### config.mk
export PLATFORM = sky130hd
export DESIGN_NAME = baud_rate_ctrl
export DESIGN_NICKNAME = d
export VERILOG_FILES = /design/src/rtl/baud_rate_ctrl.sv
export SDC_FILE = /design/constraint.sdc
export NUM_CORES = 1
export LEC_CHECK = 0
export ABC_CLOCK_PERIOD_IN_PS = 3850
export CAP_MARGIN = 20
export CORE_UTILIZATION = 53
export CTS_CLUSTER_DIAMETER = 100
export DETAILED_ROUTE_END_ITERATION = 10
export GPL_TIMING_DRIVEN = 1
export PLACE_DENSITY_LB_ADDON = 0.12
export SYNTH_ARGS = -nofsm -noshare
export SYNTH_HDL_FRONTEND = slang
export SYNTH_SLANG_ARGS = --single-unit
### constraint.sdc
create_clock -name clk_in -period 3.85 [get_ports clk_in]
set_input_delay 0.385 -clock clk_in [delete_from_list [all_inputs] [get_ports clk_in]]
set_output_delay 0.385 -clock clk_in [all_outputs]
set_load 0.1 [all_outputs]
### src/rtl/baud_rate_ctrl.sv
// Baud path controller: holds the active divisor, defers divisor changes to bit boundaries,
// and generates the oversample (tick_os) and bit (tick_bit) ticks. Define BAUD_FRAC_EN for fractional divisors.
module baud_rate_ctrl #(
    parameter int DIV_W       = 16,
    parameter int OSR         = 16,
    parameter int DEFAULT_DIV = 54
) (
    input  logic             clk_in,
    input  logic             rst_n,
    input  logic             enable,
    input  logic             cfg_valid,
    input  logic [DIV_W-1:0] cfg_div,
`ifdef BAUD_FRAC_EN
    input  logic [3:0]       cfg_frac,
    output logic [3:0]       cur_frac,
`endif
    output logic             cfg_ready,
    output logic             cfg_err,
    output logic [DIV_W-1:0] cur_div,
    output logic             tick_os,
    output logic             tick_bit,
    output logic             busy
);

    localparam int               OS_W    = $clog2(OSR);
    localparam logic [OS_W-1:0]  OS_LAST = OS_W'(OSR - 1);
    localparam logic [OS_W-1:0]  OS_ONE  = OS_W'(1);
    localparam logic [DIV_W-1:0] DIV_RST = DIV_W'(DEFAULT_DIV);
    localparam logic [DIV_W-1:0] DIV_ONE = DIV_W'(1);
    localparam logic [DIV_W-1:0] DIV_MIN = DIV_W'(2);

    typedef enum logic [1:0] {
        IDLE = 2'd0,
        RUN  = 2'd1,
        PEND = 2'd2
    } state_t;

    state_t           state;
    state_t           state_nxt;
    logic [DIV_W-1:0] div_cnt;
    logic [DIV_W-1:0] pend_div;
    logic [DIV_W-1:0] period_m1;
    logic [OS_W-1:0]  os_cnt;
    logic             xfer;
    logic             accept;
    logic             reject;
    logic             run_cnt;
    logic             apply;
    logic             os_hit;
    logic             bit_hit;
    logic             load_req;
    logic             load_pend;
    logic             latch_pend;
    logic             ready_nxt;
    logic             busy_nxt;

    assign xfer    = cfg_valid & cfg_ready;
    assign accept  = xfer & (cfg_div >= DIV_MIN);
    assign reject  = xfer & (cfg_div < DIV_MIN);
    assign run_cnt = (state != IDLE) & enable;
    assign apply   = (state == PEND) & enable & tick_bit;
    assign os_hit  = run_cnt & (div_cnt == period_m1);
    assign bit_hit = os_hit & (os_cnt == OS_LAST);

    // A request accepted while idle (or while being disabled) takes effect directly;
    // in RUN it waits for the bit boundary so the tick stream never glitches.
    assign load_req   = accept & ((state == IDLE) | ((state == RUN) & ~enable));
    assign latch_pend = accept & (state == RUN) & enable;
    assign load_pend  = (state == PEND) & (~enable | tick_bit);

`ifdef BAUD_FRAC_EN
    logic [3:0] pend_frac;
    logic [3:0] phase_acc;
    logic [4:0] phase_sum;
    logic       stretch;

    assign phase_sum = {1'b0, phase_acc} + {1'b0, cur_frac};
    assign period_m1 = cur_div - DIV_ONE + {{(DIV_W-1){1'b0}}, stretch};
`else
    assign period_m1 = cur_div - DIV_ONE;
`endif

    always_ff @(posedge clk_in) begin
        if (!rst_n) begin
            state <= IDLE;
        end else begin
            state <= state_nxt;
        end
    end

    always_comb begin
        state_nxt = state;
        case (state)
            IDLE: begin
                if (enable) state_nxt = RUN;
            end
            RUN: begin
                if (!enable)     state_nxt = IDLE;
                else if (accept) state_nxt = PEND;
            end
            PEND: begin
                if (!enable)       state_nxt = IDLE;
                else if (tick_bit) state_nxt = RUN;
            end
            default: state_nxt = IDLE;
        endcase
    end

    always_comb begin
        ready_nxt = (state_nxt != PEND);
        busy_nxt  = (state_nxt != IDLE);
    end

    always_ff @(posedge clk_in) begin
        if (!rst_n) begin
            cfg_ready <= 1'b1;
            busy      <= 1'b0;
            cfg_err   <= 1'b0;
            cur_div   <= DIV_RST;
            pend_div  <= DIV_RST;
        end else begin
            cfg_ready <= ready_nxt;
            busy      <= busy_nxt;
            cfg_err   <= reject;
            if (latch_pend) begin
                pend_div <= cfg_div;
            end
            if (load_req) begin
                cur_div <= cfg_div;
            end else if (load_pend) begin
                cur_div <= pend_div;
            end
        end
    end

    // Counters restart from zero whenever counting is off or a new divisor lands.
    always_ff @(posedge clk_in) begin
        if (!rst_n) begin
            div_cnt  <= '0;
            os_cnt   <= '0;
            tick_os  <= 1'b0;
            tick_bit <= 1'b0;
        end else if (!run_cnt || apply) begin
            div_cnt  <= '0;
            os_cnt   <= '0;
            tick_os  <= 1'b0;
            tick_bit <= 1'b0;
        end else begin
            tick_os  <= os_hit;
            tick_bit <= bit_hit;
            if (os_hit) begin
                div_cnt <= '0;
                os_cnt  <= (os_cnt == OS_LAST) ? '0 : os_cnt + OS_ONE;
            end else begin
                div_cnt <= div_cnt + DIV_ONE;
            end
        end
    end

`ifdef BAUD_FRAC_EN
    // Phase accumulator carry stretches the following oversample period by one cycle.
    always_ff @(posedge clk_in) begin
        if (!rst_n) begin
            phase_acc <= '0;
            stretch   <= 1'b0;
        end else if (!run_cnt || apply) begin
            phase_acc <= '0;
            stretch   <= 1'b0;
        end else if (os_hit) begin
            phase_acc <= phase_sum[3:0];
            stretch   <= phase_sum[4];
        end
    end

    always_ff @(posedge clk_in) begin
        if (!rst_n) begin
            cur_frac  <= '0;
            pend_frac <= '0;
        end else begin
            if (latch_pend) begin
                pend_frac <= cfg_frac;
            end
            if (load_req) begin
                cur_frac <= cfg_frac;
            end else if (load_pend) begin
                cur_frac <= pend_frac;
            end
        end
    end
`else
`endif

endmodule

== Yosys cells after proc, flatten, opt, wreduce, memory -nomap -nowiden ==
Cells that the tools add are included.
Word-level totals
  register bits: 59
  latch bits: 0
  RAM bits: 0
  ROM bits: 0
  input port bits: 20
  output and inout bits: 21
  word-level logic and storage cells: 54
  memories kept: 0
Cells by class
  add/subtract/negate cells: 3
  $mul: 0
  divide/modulo/power cells: 0
  order comparisons: 2
  equal/unequal tests: 5
  shift-type cells: 0
  mux-type cells: 9
  bitwise logic cells: 17
  reductions and logical operators: 8
Operators with widths (number)
  2-to-1 mux 16 bit: 2
  adder 16 x 1 -> 16 bit, second input constant: 1
  == test 16 bit: 1
  >= comparator 16 x 2 -> 1 bit, second input constant: 1
  < comparator 16 x 2 -> 1 bit, second input constant: 1
  subtractor 16 x 1 -> 16 bit, second input constant: 1
  bitwise AND 1 bit: 13
  2-to-1 mux 2 bit: 5
  case mux 2 bit (3 select lines): 1
  nonzero test 2 bit: 3
  adder 4 x 1 -> 4 bit, second input constant: 1
  == test 4 bit, second input constant: 1
  2-to-1 mux 4 bit: 1
  OR reduction 3 bit: 1
  == test 2 x 1 -> 1 bit, second input constant: 1
  == test 2 bit, second input constant: 1
  zero test 2 bit: 1
  inequality test 2 bit, second input constant: 1
  NOT 1 bit: 2
  OR 1 bit: 2
  OR reduction 2 bit: 1
  zero test 1 bit: 1
  logical OR 1 bit: 1

== Logic depth before layout (Yosys ltp) ==
  depth in word-level cells: 6
  gate-level depth with buffers: 9
  gate-level depth less buffers: 8

== Worst setup path before layout ==
No wires, ideal clock.
  kind: register to register
  from: register cur_div[0]
  to: register div_cnt[1]
  setup time: 0.116 ns
  arrival: 3.074 ns
  data required time: 3.734 ns
  path slack: 0.660 ns
  cell stages (with the launch flop): 10
  period minus slack after synthesis: 3.190 ns
  cell sequence: dfxtp_1 inv_1 ha_1 nor4b_1 or4_4 a21oi_2 o32ai_2 or4b_1 buf_2 and3_1
On the way
  cells in the longest elaborated chain, start to end: 4
Ends and longest elaborated chain
  from (decl): line 19  | output logic [DIV_W-1:0] cur_div,
  from (signal assigned): line 129  | cur_div <= cfg_div;
  from (signal assigned): line 131  | cur_div <= pend_div;
  subtractor 16 x 1 -> 16 bit: line 80  | assign period_m1 = cur_div - DIV_ONE;
  == test 16 bit: line 62  | assign os_hit = run_cnt & (div_cnt == period_m1);
  bitwise AND 1 bit: line 62
  OR reduction 3 bit (no source line)
  to (signal assigned): line 155  | div_cnt <= div_cnt + DIV_ONE;
  to (decl): line 40  | logic [DIV_W-1:0] div_cnt;
No other way between the ends.
A chain may end at the register's enable or synchronous reset.

== Worst setup path in the final report ==
Ends and elaborated chain as after synthesis.

==> impl_metrics.xml <==
<?xml version="1.0" encoding="UTF-8"?>
<metrics>
  <group name="place">
    <metric name="placedInstanceArea" unit="mm^2">0.00353</metric>
    <metric name="place_hpwl" unit="mm">5.07</metric>
    <metric name="gpl.final_weighted_congestion" unit="">0.824</metric>
    <metric name="port_buffers" unit="">40</metric>
  </group>
  <group name="global_routing">
    <metric name="grt_max_degree" unit="">35</metric>
    <metric name="via_count_of_the_first_global_routing_pass" unit="">2496</metric>
    <metric name="grt_first_pass_wirelength" unit="mm">11.7</metric>
    <metric name="global_route_usage_over_all_layers" unit="%">24.9</metric>
    <metric name="grt_antenna_before_repair" unit="">0</metric>
    <metric name="residual_overflow_from_global_routing" unit="">0</metric>
  </group>
  <group name="synth">
    <metric name="ys_top_cells_by_count" unit="">sky130_fd_sc_hd__dfxtp_1 (59), sky130_fd_sc_hd__nor2_1 (31), sky130_fd_sc_hd__mux2i_1 (29), sky130_fd_sc_hd__nand2_1 (29), sky130_fd_sc_hd__xnor2_1 (23)</metric>
    <metric name="ys_dominant_reg_cell" unit="">sky130_fd_sc_hd__dfxtp_1</metric>
    <metric name="synth_edf_count" unit="">0</metric>
    <metric name="synth_most_common_cell" unit="">sky130_fd_sc_hd__dfxtp_1</metric>
    <metric name="syn_area" unit="mm^2">0.00306</metric>
    <metric name="synthCells" unit="">341</metric>
    <metric name="netlist.top_cell.by_area" unit="">sky130_fd_sc_hd__dfxtp_1</metric>
    <metric name="yosysWarningCount" unit="">0</metric>
    <metric name="synth_seq_cells" unit="">59</metric>
    <metric name="async_flop_share" unit="%">0</metric>
    <metric name="netlist.area_leader.share" unit="%">38.6</metric>
    <metric name="synth_sequential_area_ratio" unit="%">38.6</metric>
    <metric name="ys_top_cells_by_area" unit="">sky130_fd_sc_hd__dfxtp_1 (39%), sky130_fd_sc_hd__mux2i_1 (9.5%), sky130_fd_sc_hd__xnor2_1 (6.6%)</metric>
    <metric name="synth.net_count" unit="">364</metric>
    <metric name="ys_types" unit="">50</metric>
    <metric name="average_footprint_of_a_synthesized_cell" unit="um^2">8.97</metric>
  </group>
  <group name="clock_tree">
    <metric name="cts.repair_timing.setup_buffer_count" unit="">0</metric>
    <metric name="clock_sink_count" unit="">59</metric>
    <metric name="htree_levels" unit="">3</metric>
    <metric name="post_cts_resize_count" unit="">0</metric>
    <metric name="tritoncts" unit="">yes</metric>
    <metric name="path_clk_slew" unit="ps">60</metric>
    <metric name="root_buffer" unit="">sky130_fd_sc_hd__clkbuf_8</metric>
    <metric name="cts_buffers" unit="">9</metric>
    <metric name="clock_latency" unit="ps">340</metric>
    <metric name="cts.hold.buffers_added" unit="">0</metric>
    <metric name="clockBufferDepth" unit="">2</metric>
  </group>
  <group name="critical_path">
    <metric name="cp_data_arrival_time" unit="ps">3160</metric>
    <metric name="setup.worst_path.end" unit="">div_cnt[1]</metric>
    <metric name="setup.worst_path.start" unit="">cur_div[0]</metric>
    <metric name="worstSetupEndpointType" unit="">flop</metric>
    <metric name="worstReg2RegStart" unit="">cur_div[0]</metric>
    <metric name="worst-setup-path-type" unit="">reg2reg</metric>
    <metric name="r2r.worst_path.cells" unit="">8</metric>
    <metric name="worst_r2r_endpoint" unit="">div_cnt[1]</metric>
    <metric name="rrSetupSlack" unit="ps">910</metric>
    <metric name="startpoint_type" unit="">flop</metric>
    <metric name="worstPathRequired" unit="ps">4080</metric>
    <metric name="critical_path_peak_fanout" unit="">7</metric>
  </group>
  <group name="routing">
    <metric name="initialDrtViolationCount" unit="">95</metric>
    <metric name="routed_wire_per_std_cell" unit="um">15.2</metric>
    <metric name="wl" unit="mm">6.93</metric>
    <metric name="detail-route-antenna-nets" unit="">0</metric>
    <metric name="via_per_inst" unit="">5.64</metric>
    <metric name="drc" unit="">0</metric>
    <metric name="dr.pass1.iters" unit="">4</metric>
    <metric name="num_vias" unit="">2573</metric>
  </group>
  <group name="sta">
    <metric name="max-slew-margin-rel" unit="%">34.0</metric>
    <metric name="worst-slew-pin-transition" unit="ps">987</metric>
    <metric name="timing.final.max_slew_violations" unit="">0</metric>
    <metric name="timing.hold.ws" unit="ps">480</metric>
    <metric name="rsz0062_at_grt" unit="">no</metric>
    <metric name="final.min_clock_period" unit="ps">2940</metric>
    <metric name="final.setup_skew" unit="ps">7.59</metric>
    <metric name="layout_worst_path_cycle_share" unit="%">76.3</metric>
    <metric name="setup_viol" unit="">0</metric>
    <metric name="max_clock_freq" unit="GHz">0.341</metric>
    <metric name="fin_tns_setup" unit="ps">0</metric>
    <metric name="finalHoldViolations" unit="">0</metric>
  </group>
  <group name="finish">
    <metric name="n_antenna_cell" unit="">0</metric>
    <metric name="post-route-cell-area" unit="mm^2">0.00371</metric>
    <metric name="final_layout_size_suffix_gt1_share" unit="%">7.81</metric>
    <metric name="fill_cells" unit="">491</metric>
    <metric name="synthToLayoutAreaGrowth" unit="%">21.3</metric>
    <metric name="nNetsFinal" unit="">404</metric>
  </group>
  <group name="die">
    <metric name="die_w" unit="um">78.0</metric>
    <metric name="die_height" unit="um">78.0</metric>
    <metric name="design.die.area" unit="mm^2">0.00608</metric>
    <metric name="core_area" unit="mm^2">0.00554</metric>
    <metric name="fp-row-count" unit="">27</metric>
    <metric name="boundaryPins" unit="">41</metric>
    <metric name="start_util" unit="%">55.2</metric>
  </group>
  <group name="hold_path">
    <metric name="hold_path.class" unit="">reg2reg</metric>
  </group>
  <group name="power">
    <metric name="leakage" unit="nW">1.48</metric>
    <metric name="power.share.sequential" unit="%">44.7</metric>
    <metric name="p_sw" unit="uW">447</metric>
    <metric name="power.switching_fraction" unit="%">30.2</metric>
    <metric name="clock_power_share" unit="%">35.8</metric>
    <metric name="power_frac_comb" unit="%">19.4</metric>
    <metric name="vdd.ir_drop.worst" unit="V">0.000254</metric>
    <metric name="powerDensity" unit="mW/mm^2">400</metric>
    <metric name="p_int" unit="mW">1.04</metric>
  </group>
  <group name="run">
    <metric name="maxCapViolCount" unit="">0</metric>
  </group>
  <group name="run_status">
    <metric name="run_status" unit="">finished clean</metric>
  </group>
</metrics>
[final cells by class]
| type | instances | area, um^2 | share of cell area [%] |
|---|---|---|---|
| repair buffers | 45 | 438 | 11.8 |
| clock inverters | 3 | 40.0 | 1.08 |
| flip-flops and latches | 59 | 1180 | 31.8 |
| multi-input cells | 256 | 1780 | 48.0 |
| well taps | 72 | 90.1 | 2.43 |
| clock buffers | 11 | 141 | 3.81 |
| inverters | 10 | 37.5 | 1.01 |
[logic make-up after synthesis]
group | after synthesis | synth area share, %
simple gates | 142 | 24.6
flops | 59 | 38.6
compound gates | 47 | 12.6
xor+xnor | 34 | 9.73
mux | 30 | 9.86
buf+inv | 26 | 3.31
fa+ha+maj | 3 | 1.23
[routing by layer]
| metal | vias up | routed length [um] | GRT usage (%) |
|---|---|---|---|
| met4 | 0 | 141 | 11.5 |
| met2 | 59 | 3050 | 38.3 |
| li1 | 1297 | - | - |
| met3 | 12 | 316 | 5.53 |
| met5 | - | 0 | 0 |
| met1 | 1205 | 3420 | 33.0 |
[cell usage in the layout (no fill, tap or decap), types with 5 or more instances in the layout]
cell type | synthesis | layout
sky130_fd_sc_hd__and3_1 | 5 | 5
sky130_fd_sc_hd__buf_4 | 0 | 5
sky130_fd_sc_hd__clkbuf_8 | 0 | 10
sky130_fd_sc_hd__clkdlybuf4s50_1 | 0 | 40
sky130_fd_sc_hd__dfxtp_1 | 59 | 59
sky130_fd_sc_hd__inv_1 | 10 | 10
sky130_fd_sc_hd__mux2i_1 | 29 | 29
sky130_fd_sc_hd__nand2_1 | 29 | 29
sky130_fd_sc_hd__nand3_1 | 9 | 9
sky130_fd_sc_hd__nand4_1 | 6 | 6
sky130_fd_sc_hd__nor2_1 | 31 | 31
sky130_fd_sc_hd__nor2b_1 | 16 | 16
sky130_fd_sc_hd__nor3_1 | 10 | 10
sky130_fd_sc_hd__nor4_1 | 7 | 6
sky130_fd_sc_hd__o211a_1 | 12 | 12
sky130_fd_sc_hd__o211ai_1 | 6 | 6
sky130_fd_sc_hd__o21ai_0 | 7 | 7
sky130_fd_sc_hd__xnor2_1 | 23 | 23
sky130_fd_sc_hd__xor2_1 | 11 | 11
[registers in the layout, summed over array words and instances (netlist names)]
name	flops
cfg_err	1
div_cnt	16
busy	1
tick_bit	1
state	2
pend_div	16
tick_os	1
os_cnt	4
cur_div	16
cfg_ready	1
[worst max-delay path, stage by stage, from the launching register on]
cell                      delay (ps)
sky130_fd_sc_hd__dfxtp_1         360
sky130_fd_sc_hd__inv_1            70
sky130_fd_sc_hd__ha_1            240
sky130_fd_sc_hd__nor3b_1         660
sky130_fd_sc_hd__a21oi_1         150
sky130_fd_sc_hd__nor3_1          210
sky130_fd_sc_hd__nand4_1         220
sky130_fd_sc_hd__or4b_1          690
sky130_fd_sc_hd__and3_1          240
[power groups by stage]
stage	Clock (mW)	Combinational, mW	Sequential (mW)
finish	0.532	0.288	0.663
global route	0.572	0.305	0.666
CTS	0.540	0.288	0.663
detailed placement	0	0.288	0.676
global placement	0	0.285	0.675
floorplan	0	0.102	0.776
[through the flow]
stage | util [%] | setup WS, ps | total power, mW | std cells
finish | 67.0 | 914 | 1.48 | 456
CTS | 67.0 | 918 | 1.49 | 456
global placement | 63.7 | 984 | 0.959 | 442
detailed placement | 63.7 | 926 | 0.963 | 442
floorplan | - | 660 | 0.877 | 341
global route | 67.0 | 640 | 1.54 | 456
[worst min-delay path by stage]
stage	startpoint	end	depth (start not counted)
floorplan	os_cnt[3]	os_cnt[3]	2
global placement	os_cnt[1]	os_cnt[1]	2
detailed placement	os_cnt[1]	os_cnt[1]	2
CTS	os_cnt[1]	os_cnt[1]	2
global route	os_cnt[1]	os_cnt[1]	2
finish	os_cnt[1]	os_cnt[1]	2
Power figures use the tool's default switching activity.
